`config.mk`:
```
export PLATFORM = sky130hd
export DESIGN_NAME = srv_icb_splt
export DESIGN_NICKNAME = d
export VERILOG_FILES = /design/src/rtl/srv_icb_pkg.sv /design/src/rtl/srv_icb_splt_fifo.sv /design/src/rtl/srv_icb_splt.sv
export SDC_FILE = /design/constraint.sdc
export NUM_CORES = 1
export LEC_CHECK = 0
export ABC_AREA = 1
export ABC_CLOCK_PERIOD_IN_PS = 3700
export CORE_AREA = 4 4 164 166
export DETAILED_ROUTE_END_ITERATION = 8
export DIE_AREA = 0 0 168 170
export HOLD_SLACK_MARGIN = 0.08
export PLACE_DENSITY = 0.57
export SLEW_MARGIN = 10
export SYNTH_ARGS = -nofsm -noshare
export SYNTH_HDL_FRONTEND = slang
export SYNTH_SLANG_ARGS = --single-unit
```
`constraint.sdc`:
```
create_clock -name clk -period 3.7 [get_ports clk]
set_input_delay 0.37 -clock clk [delete_from_list [all_inputs] [get_ports clk]]
set_output_delay 0.37 -clock clk [all_outputs]
set_load 0.02 [all_outputs]
```
`src/rtl/srv_icb_pkg.sv`:
```
// Shared ICB constants and index helpers for the srv_icb_splt command splitter.
package srv_icb_pkg;

    localparam int W_ADDR    = 32;
    localparam int W_DATA    = 32;
    localparam int W_MASK    = W_DATA / 8;
    localparam int N_SLV     = 2;
    localparam int DFLT_IDX  = N_SLV;
    localparam int ERR_CNT_W = 16;

    function automatic int mask_w(input int w_data);
        return w_data / 8;
    endfunction

    // One extra code point is reserved for the default-slave port.
    function automatic int tgt_w(input int n_slv);
        return $clog2(n_slv + 1);
    endfunction

    function automatic int dflt_idx(input int n_slv);
        return n_slv;
    endfunction

endpackage

```
`src/rtl/srv_icb_splt_fifo.sv`:
```
// In-order FIFO of target port indices, one entry per outstanding ICB transaction.
module srv_icb_splt_fifo #(
    parameter int G_OUTS_DEPTH = 2,
    parameter int G_W          = 2
) (
    input  logic           clk,
    input  logic           reset,
    input  logic           push,
    input  logic [G_W-1:0] din,
    input  logic           pop,
    output logic [G_W-1:0] dout,
    output logic           full,
    output logic           empty
);
    localparam int PW = (G_OUTS_DEPTH > 1) ? $clog2(G_OUTS_DEPTH) : 1;
    localparam int CW = $clog2(G_OUTS_DEPTH + 1);

    logic [G_W-1:0] mem [G_OUTS_DEPTH];
    logic [PW-1:0]  wr_ptr;
    logic [PW-1:0]  rd_ptr;
    logic [CW-1:0]  count;

    function automatic logic [PW-1:0] ptr_next(input logic [PW-1:0] p);
        return (p == PW'(G_OUTS_DEPTH - 1)) ? '0 : p + PW'(1);
    endfunction

    assign dout  = mem[rd_ptr];
    assign full  = (count == CW'(G_OUTS_DEPTH));
    assign empty = (count == '0);

    always_ff @(posedge clk) begin
        if (reset) begin
            wr_ptr <= '0;
            rd_ptr <= '0;
            count  <= '0;
        end else begin
            if (push) wr_ptr <= ptr_next(wr_ptr);
            if (pop)  rd_ptr <= ptr_next(rd_ptr);
            if (push && !pop)      count <= count + CW'(1);
            else if (pop && !push) count <= count - CW'(1);
        end
    end

    // Entry storage carries no reset; stale entries are never read while empty.
    always_ff @(posedge clk) begin
        if (push) mem[wr_ptr] <= din;
    end

endmodule

```
`src/rtl/srv_icb_splt.sv`:
```
// 1-to-N ICB command splitter with default-slave port and in-order response return.
// Optional SRV_ICB_SPLT_ERR_CNT_EN adds a saturating count of default-port commands.
module srv_icb_splt
    import srv_icb_pkg::*;
#(
    parameter int                          G_W_ADDR     = 32,
    parameter int                          G_W_DATA     = 32,
    parameter int                          G_N_SLV      = 2,
    parameter logic [G_N_SLV*G_W_ADDR-1:0] G_SLV_BASE   = {32'h2000_0000, 32'h1000_0000},
    parameter logic [G_N_SLV*G_W_ADDR-1:0] G_SLV_MASK   = {32'hF000_0000, 32'hF000_0000},
    parameter int                          G_OUTS_DEPTH = 2
) (
    input  logic                                  clk,
    input  logic                                  reset,
`ifdef SRV_ICB_SPLT_ERR_CNT_EN
    output logic [15:0]                           err_cnt,
`endif
    input  logic                                  mst_cmd_valid,
    output logic                                  mst_cmd_ready,
    input  logic [G_W_ADDR-1:0]                   mst_cmd_addr,
    input  logic                                  mst_cmd_read,
    input  logic [G_W_DATA-1:0]                   mst_cmd_wdata,
    input  logic [mask_w(G_W_DATA)-1:0]           mst_cmd_wmask,
    output logic                                  mst_resp_valid,
    input  logic                                  mst_resp_ready,
    output logic [G_W_DATA-1:0]                   mst_resp_rdata,
    output logic                                  mst_resp_err,
    output logic [G_N_SLV-1:0]                    slv_cmd_valid,
    input  logic [G_N_SLV-1:0]                    slv_cmd_ready,
    output logic [G_N_SLV*G_W_ADDR-1:0]           slv_cmd_addr,
    output logic [G_N_SLV-1:0]                    slv_cmd_read,
    output logic [G_N_SLV*G_W_DATA-1:0]           slv_cmd_wdata,
    output logic [G_N_SLV*mask_w(G_W_DATA)-1:0]   slv_cmd_wmask,
    input  logic [G_N_SLV-1:0]                    slv_resp_valid,
    output logic [G_N_SLV-1:0]                    slv_resp_ready,
    input  logic [G_N_SLV*G_W_DATA-1:0]           slv_resp_rdata,
    input  logic [G_N_SLV-1:0]                    slv_resp_err,
    output logic                                  dslv_cmd_valid,
    input  logic                                  dslv_cmd_ready,
    output logic [G_W_ADDR-1:0]                   dslv_cmd_addr,
    output logic                                  dslv_cmd_read,
    output logic [G_W_DATA-1:0]                   dslv_cmd_wdata,
    output logic [mask_w(G_W_DATA)-1:0]           dslv_cmd_wmask,
    input  logic                                  dslv_resp_valid,
    output logic                                  dslv_resp_ready,
    input  logic [G_W_DATA-1:0]                   dslv_resp_rdata,
    input  logic                                  dslv_resp_err
);
    localparam int TW = tgt_w(G_N_SLV);
    localparam int DI = dflt_idx(G_N_SLV);

    // Handshake: a transfer occurs on a clock edge where valid and ready are both high;
    // valid never waits on ready, and each port sees only its own valid/ready pair.

    logic [TW-1:0] tgt;
    logic [TW-1:0] head;
    logic          tgt_ready;
    logic          head_valid;
    logic          full;
    logic          empty;
    logic          push;
    logic          pop;

    // Scan from the top so the lowest matching index is the one left in tgt.
    always_comb begin
        tgt = TW'(DI);
        for (int i = G_N_SLV - 1; i >= 0; i--) begin
            if ((mst_cmd_addr & G_SLV_MASK[i*G_W_ADDR +: G_W_ADDR]) ==
                (G_SLV_BASE[i*G_W_ADDR +: G_W_ADDR] & G_SLV_MASK[i*G_W_ADDR +: G_W_ADDR]))
                tgt = TW'(i);
        end
    end

    always_comb begin
        slv_cmd_valid  = '0;
        dslv_cmd_valid = 1'b0;
        tgt_ready      = dslv_cmd_ready;
        if (tgt == TW'(DI)) dslv_cmd_valid = mst_cmd_valid & ~full;
        for (int i = 0; i < G_N_SLV; i++) begin
            if (tgt == TW'(i)) begin
                slv_cmd_valid[i] = mst_cmd_valid & ~full;
                tgt_ready        = slv_cmd_ready[i];
            end
        end
    end

    assign mst_cmd_ready  = tgt_ready & ~full;
    assign push           = mst_cmd_valid & mst_cmd_ready;

    assign slv_cmd_addr   = {G_N_SLV{mst_cmd_addr}};
    assign slv_cmd_read   = {G_N_SLV{mst_cmd_read}};
    assign slv_cmd_wdata  = {G_N_SLV{mst_cmd_wdata}};
    assign slv_cmd_wmask  = {G_N_SLV{mst_cmd_wmask}};
    assign dslv_cmd_addr  = mst_cmd_addr;
    assign dslv_cmd_read  = mst_cmd_read;
    assign dslv_cmd_wdata = mst_cmd_wdata;
    assign dslv_cmd_wmask = mst_cmd_wmask;

    always_comb begin
        head_valid      = dslv_resp_valid;
        mst_resp_rdata  = dslv_resp_rdata;
        mst_resp_err    = dslv_resp_err;
        slv_resp_ready  = '0;
        dslv_resp_ready = ~empty & (head == TW'(DI)) & mst_resp_ready;
        for (int i = 0; i < G_N_SLV; i++) begin
            if (head == TW'(i)) begin
                head_valid        = slv_resp_valid[i];
                mst_resp_rdata    = slv_resp_rdata[i*G_W_DATA +: G_W_DATA];
                mst_resp_err      = slv_resp_err[i];
                slv_resp_ready[i] = ~empty & mst_resp_ready;
            end
        end
    end

    assign mst_resp_valid = ~empty & head_valid;
    assign pop            = mst_resp_valid & mst_resp_ready;

    srv_icb_splt_fifo #(
        .G_OUTS_DEPTH (G_OUTS_DEPTH),
        .G_W          (TW)
    ) u_fifo (
        .clk   (clk),
        .reset (reset),
        .push  (push),
        .din   (tgt),
        .pop   (pop),
        .dout  (head),
        .full  (full),
        .empty (empty)
    );

`ifdef SRV_ICB_SPLT_ERR_CNT_EN
    always_ff @(posedge clk) begin
        if (reset)
            err_cnt <= '0;
        else if (push && (tgt == TW'(DI)) && (err_cnt != 16'hFFFF))
            err_cnt <= err_cnt + 16'd1;
    end
`else
    // Default build carries no error counter.
`endif

endmodule

```
# --- Word-level counts from Yosys, hierarchy flattened ---
# Memories as Yosys holds them, arrays and structs flattened. A register that Yosys moved wholly into a read port is not among the register bits.
# Index checks and enable logic that the tools add are counted.
op_classes:
  n_addsub: 4
  n_mul: 0
  div_mod_pow: 0
  n_lt_le_gt_ge: 0
  n_eq_ne: 7
  n_shift: 0
  n_mux: 23
  bitwise_logic: 10
  n_reduce_logical: 8
op_table:
  columns: ["cell", "count"]
  rows:
  - ["32-bit 2-to-1 mux", 2]
  - ["1-bit 2-to-1 mux", 17]
  - ["1-bit AND", 8]
  - ["2-bit 2-to-1 mux", 4]
  - ["2-bit == test, second input constant", 3]
  - ["2-bit logical NOT", 3]
  - ["2-bit by 1-bit == test with 1-bit output, second input constant", 2]
  - ["4-bit by 1-bit == test with 1-bit output, second input constant", 1]
  - ["4-bit by 2-bit == test with 1-bit output, second input constant", 1]
  - ["1-bit adder, second input constant", 2]
  - ["2-bit by 1-bit adder with 2-bit output, second input constant", 1]
  - ["1-bit logical AND", 2]
  - ["1-bit logical NOT", 2]
  - ["1-bit NOT", 2]
  - ["2-bit nonzero test", 1]
  - ["2-bit by 1-bit subtractor with 2-bit output, second input constant", 1]
totals:
  regBits: 4
  latch_bits: 0
  ram_bits: 4
  mem_bits_ro: 0
  inputBits: 178
  out_inout_bits: 248
  wordCells: 56
  mem_count: 1
mem_list:
  columns: ["name", "depth", "width", "rd", "rd_clocked_by_memory_dff", "write_ports", "line_no", "text"]
  rows:
  - ["u_fifo.mem", 2, 2, 1, 1, 1, "srv_icb_splt_fifo.sv:18", "logic [G_W-1:0] mem [G_OUTS_DEPTH];"]

# --- Depth between registers and ports, before layout ---
depth:
  ltp_word: 12
  mapped_depth: 11
  ltp_nobuf: 11

# --- Modules after synthesis ---
# A second synthesis with hierarchy kept.
unflattened:
  cells_unflattened: 410
  area_unflattened_um2: 2697.6
modules_own_cells:
  columns: ["module", "n_inst", "cells_per_inst", "area_per_inst_um2", "seq_area_each_um2"]
  rows:
  - ["srv_icb_splt", 1, 371, 2326.0, 0.0]
  - ["srv_icb_splt_fifo", 1, 39, 371.6, 220.2]

# --- Worst setup path after synthesis ---
# Ideal clock, no wire load.
synth_timing:
  kind: "in2reg"
  start: "input mst_cmd_addr[31]"
  end: "register u_fifo.count[1]"
  setup_time_ps: 122
  arrival_ps: 1673
  t_required_ps: 3578
  setup_slack_ps: 1905
  path_stages: 11
  path_buffers: 0
  cell_sequence: "nor2_1 -> nand3_1 -> nand2_1 -> nand3_1 -> nand3_1 -> inv_1 -> ha_1 -> a21oi_1 -> o21ai_0 -> o21ai_0 -> a21oi_1"
synth_between:
  elab_chain_len: 11
  elab_cells_between_ends: 15
  classes_between: "3 x eq/ne; 5 x mux; 2 x bitwise; 5 x reduce/logical"
synth_rtl:
  columns: ["element", "line_no", "text"]
  rows:
  - ["start: declaration", "srv_icb_splt.sv:20", "input logic [G_W_ADDR-1:0] mst_cmd_addr,"]
  - ["4-bit by 2-bit == test with 1-bit output", "srv_icb_splt.sv:68", "if ((mst_cmd_addr & G_SLV_MASK[i*G_W_ADDR +: G_W_ADDR]) =="]
  - ["2-bit 2-to-1 mux", "srv_icb_splt.sv:68", null]
  - ["2-bit 2-to-1 mux *", "srv_icb_splt.sv:68", null]
  - ["2-bit logical NOT", "srv_icb_splt.sv:80", "if (tgt == TW'(i)) begin"]
  - ["1-bit 2-to-1 mux", "srv_icb_splt.sv:80", null]
  - ["1-bit 2-to-1 mux *", "srv_icb_splt.sv:80", null]
  - ["1-bit AND *", "srv_icb_splt.sv:87", "assign mst_cmd_ready = tgt_ready & ~full;"]
  - ["1-bit AND *", "srv_icb_splt.sv:88", "assign push = mst_cmd_valid & mst_cmd_ready;"]
  - ["net push", "srv_icb_splt.sv:61", "logic push;"]
  - ["1-bit logical NOT", "srv_icb_splt_fifo.sv:40", "else if (pop && !push) count <= count - CW'(1);"]
  - ["1-bit logical AND", "srv_icb_splt_fifo.sv:40", null]
  - ["2-bit nonzero test (no line)", null, null]
  - ["end signal: assignment", "srv_icb_splt_fifo.sv:39", "if (push && !pop) count <= count + CW'(1);"]
  - ["end signal: assignment", "srv_icb_splt_fifo.sv:40", null]
  - ["end: declaration", "srv_icb_splt_fifo.sv:21", "logic [CW-1:0] count;"]
# Mark *: on every way through the listed nets, which the timed path passes. The rest lies on a longest branch.
# A chain may end at the register's enable or synchronous reset.

==> impl_results.md <==
- Status: completed
- Die X: around 170 um
- FFs w/ async S/R, synth: 0%
- CTS Buffer Depth: 2
- Top FF cell, synth: dfxtp_1
- Number of enable flip-flop cells after synthesis: 4
- Placed wire-length estimate: between 7000 and 8000 um
- VDD IR max: 0.1045 mV
- GPL Wtd Cong: around 0.71
- DRT Pass-1 Iters: 4
- Post-CTS setup buffer count: 0
- PostCTS Resize Cnt: 0
- Skew-Pair Late Insertion Delay: 0.23 ns
- Design Area, Final: 3314 sq um
- Period Utilization, post-route: about four fifths
- Min Tclk post-route: 2.906 ns
- Fin cells: 730
- Clock root cell: clkbuf_16
- Largest net degree at the start of global routing: 36
- Relative slew slack: a little under three fifths
- Cell Rows: 59
- Die ar.: 28560 sq um
- Pin slew with the least headroom to its limit: ~0.64 ns
- Total Routing Usage GR: ~5.6%
- WP data required: between 3 and 4 ns
- DRT iter0 DRCs: 84
- Final Max Slew Viols: 0
- Fmax: 0.3441 GHz
- Post-synth cell types: 23
- CP Class: reg -> out
- YS warnings: 0
- Hold_buf cts: 0
- FF+latch count, synth: 9
- Power per cell area: 300.9 nW/um^2
- Port Buffer Count: 165
- Crit Path Max Fanout: 33
- Share of cells above drive strength 1: 3.038%
- Post-Syn Instances: approximately 440
- Post-route ant nets: 0
- CP Capture Type: primary output
- Vias post-DR: about 2200
- # diodes: 0
- Total CTS buffers: 3
- Startpoint Class: register
- Max-cap violations: 0
- Commonest non-fill, non-tap cell in the layout: clkdlybuf4s50_1
- Die Y: approximately 170 um
- Total wire length: 9155 um
- Area delta synth->final: 20.25%
- Final Setup Violations: 0
- Clock sinks: 9
- WHS Path Cells: 2
- Core box area: 25620 sq um
- HP Class: reg -> reg
- Placed cells: ~730
- Most frequent cells in the layout: clkdlybuf4s50_1, nand2_1, nand3_1, inv_1, nor2_1
- Mapped Avg Cell Area: ~6.3 sq um
- Clock skew: between 0.001 and 0.0015 ns
- Global-route wire length before repair: approximately 13000 um
- Clock H-tree levels: 1
- Final Hold Fails: 0
- CTS clock-pin slew for the worst setup and hold paths: ~0.04 ns
- Antenna violations before repair: 0
- Wire length per cell: 12.54 um
- Via/cell ratio: 3.016
- Syn Nets: 620
- Post-synthesis sequential area ratio: under 10%
- Number of remaining DRC errors: 0
- CTS tree: yes
- Pleak: between 1 and 1.5 nW
- Vias in the first global route: around 2200
- RSZ-0062 raised after global routing: no
- Overflow after GRT: 0
- Placed Area: between 3000 and 4000 sq um
- Initial Util: between 10% and 20%
- Worst-case reg-to-reg path depth: 10
- Post-layout nets: around 580
- Top Ports: between 400 and 500
- Area of the mapped netlist: between 2000 and 3000 sq um
- Arrival @ worst endpoint: between 2 and 3 ns
- Setup total negative slack: 0 ns
==> critical path, stage by stage (launching register included) <==
cell and delay (ns):
dfxtp_1 0.45, nand2_1 0.15, nand2_4 0.12, nand2_2 0.09
inv_2 0.46, nor2_1 0.10, o31ai_1 0.25, clkdlybuf4s50_1 0.65
==> cells in the mapped netlist, types with 2 or more instances <==
master,count,share of area [%]
a21oi_1,2,0.36
buf_4,212,58
clkbuf_1,3,0.41
dfxtp_1,5,3.6
edfxtp_1,4,4.4
inv_1,22,3.0
inv_2,2,0.27
nand2_1,114,16
nand2_2,3,0.68
nand3_1,36,6.5
nand3b_1,2,0.54
nand4_1,5,1.1
nor2_1,18,2.5
nor3_1,2,0.36
o21ai_0,2,0.36
o31ai_1,2,0.54
==> path summary, 6_finish.rpt <==
kind	from	end	slack [ns]
max	register	mst_resp_rdata[11]	0.79
min	u_fifo.count[1]$_SDFFE_PP0P_	u_fifo.count[1]$_SDFFE_PP0P_	0.48
max reg2reg	register	u_fifo.count[1]$_SDFFE_PP0P_	1.80
min reg2reg	u_fifo.count[1]$_SDFFE_PP0P_	u_fifo.count[1]$_SDFFE_PP0P_	0.48
==> cell type report <==
type                            count  area [sq um]
Clock buffer                        4         78.83
Inverter                           25         96.34
Sequential cell                     9         220.2
Tap cell                          335         419.2
Fill cell                        2953         22300
Multi-Input combinational cell    191         840.8
Timing Repair Buffer              166          1659
==> routing by layer <==
layer / share of wire, % / GRT usage [%] / vias to the layer above
met5: 0 / 0 / -
met4: 3.9 / 2.752 / 0
met3: 23 / 5.505 / 35
met2: 40 / 7.442 / 254
met1: 33 / 5.866 / 858
li1: - / - / 1055
==> through the flow <==
| stage | setup slack, ns | utilization [%] | power, mW | hold slack [ns] |
|---|---|---|---|---|
| 6_report | 0.7942 | 12.94 | 0.9972 | 0.4826 |
| 3_5_place_dp | 0.9971 | 12.63 | 0.8199 | 0.4794 |
| 3_3_place_gp | 1.098 | 12.63 | 0.8130 | 0.4682 |
| 2_1_floorplan | 1.905 | - | 0.7761 | 0.4415 |
| 4_1_cts | 0.7500 | 12.94 | 1.013 | 0.4865 |
| 5_1_grt | 0.5657 | 12.94 | 1.070 | 0.5189 |
==> cells by family (layout without fill, tap and decap cells) <==
kind of cell	count (synthesis)	in the layout	share of synthesized area (%)
buf+inv	241	195	61.92
simple gates	182	182	27.87
flops	9	9	7.989
compound gates	7	7	1.452
fa+ha+maj	1	1	0.4539
xor+xnor	1	1	0.3178
==> power breakdown <==
part | internal [mW] | switching, mW
Sequential | 0.119 | 0.0119
Clock | 0.144 | 0.0462
Combinational | 0.330 | 0.346
No activity file was read; power rests on OpenSTA's default activity.
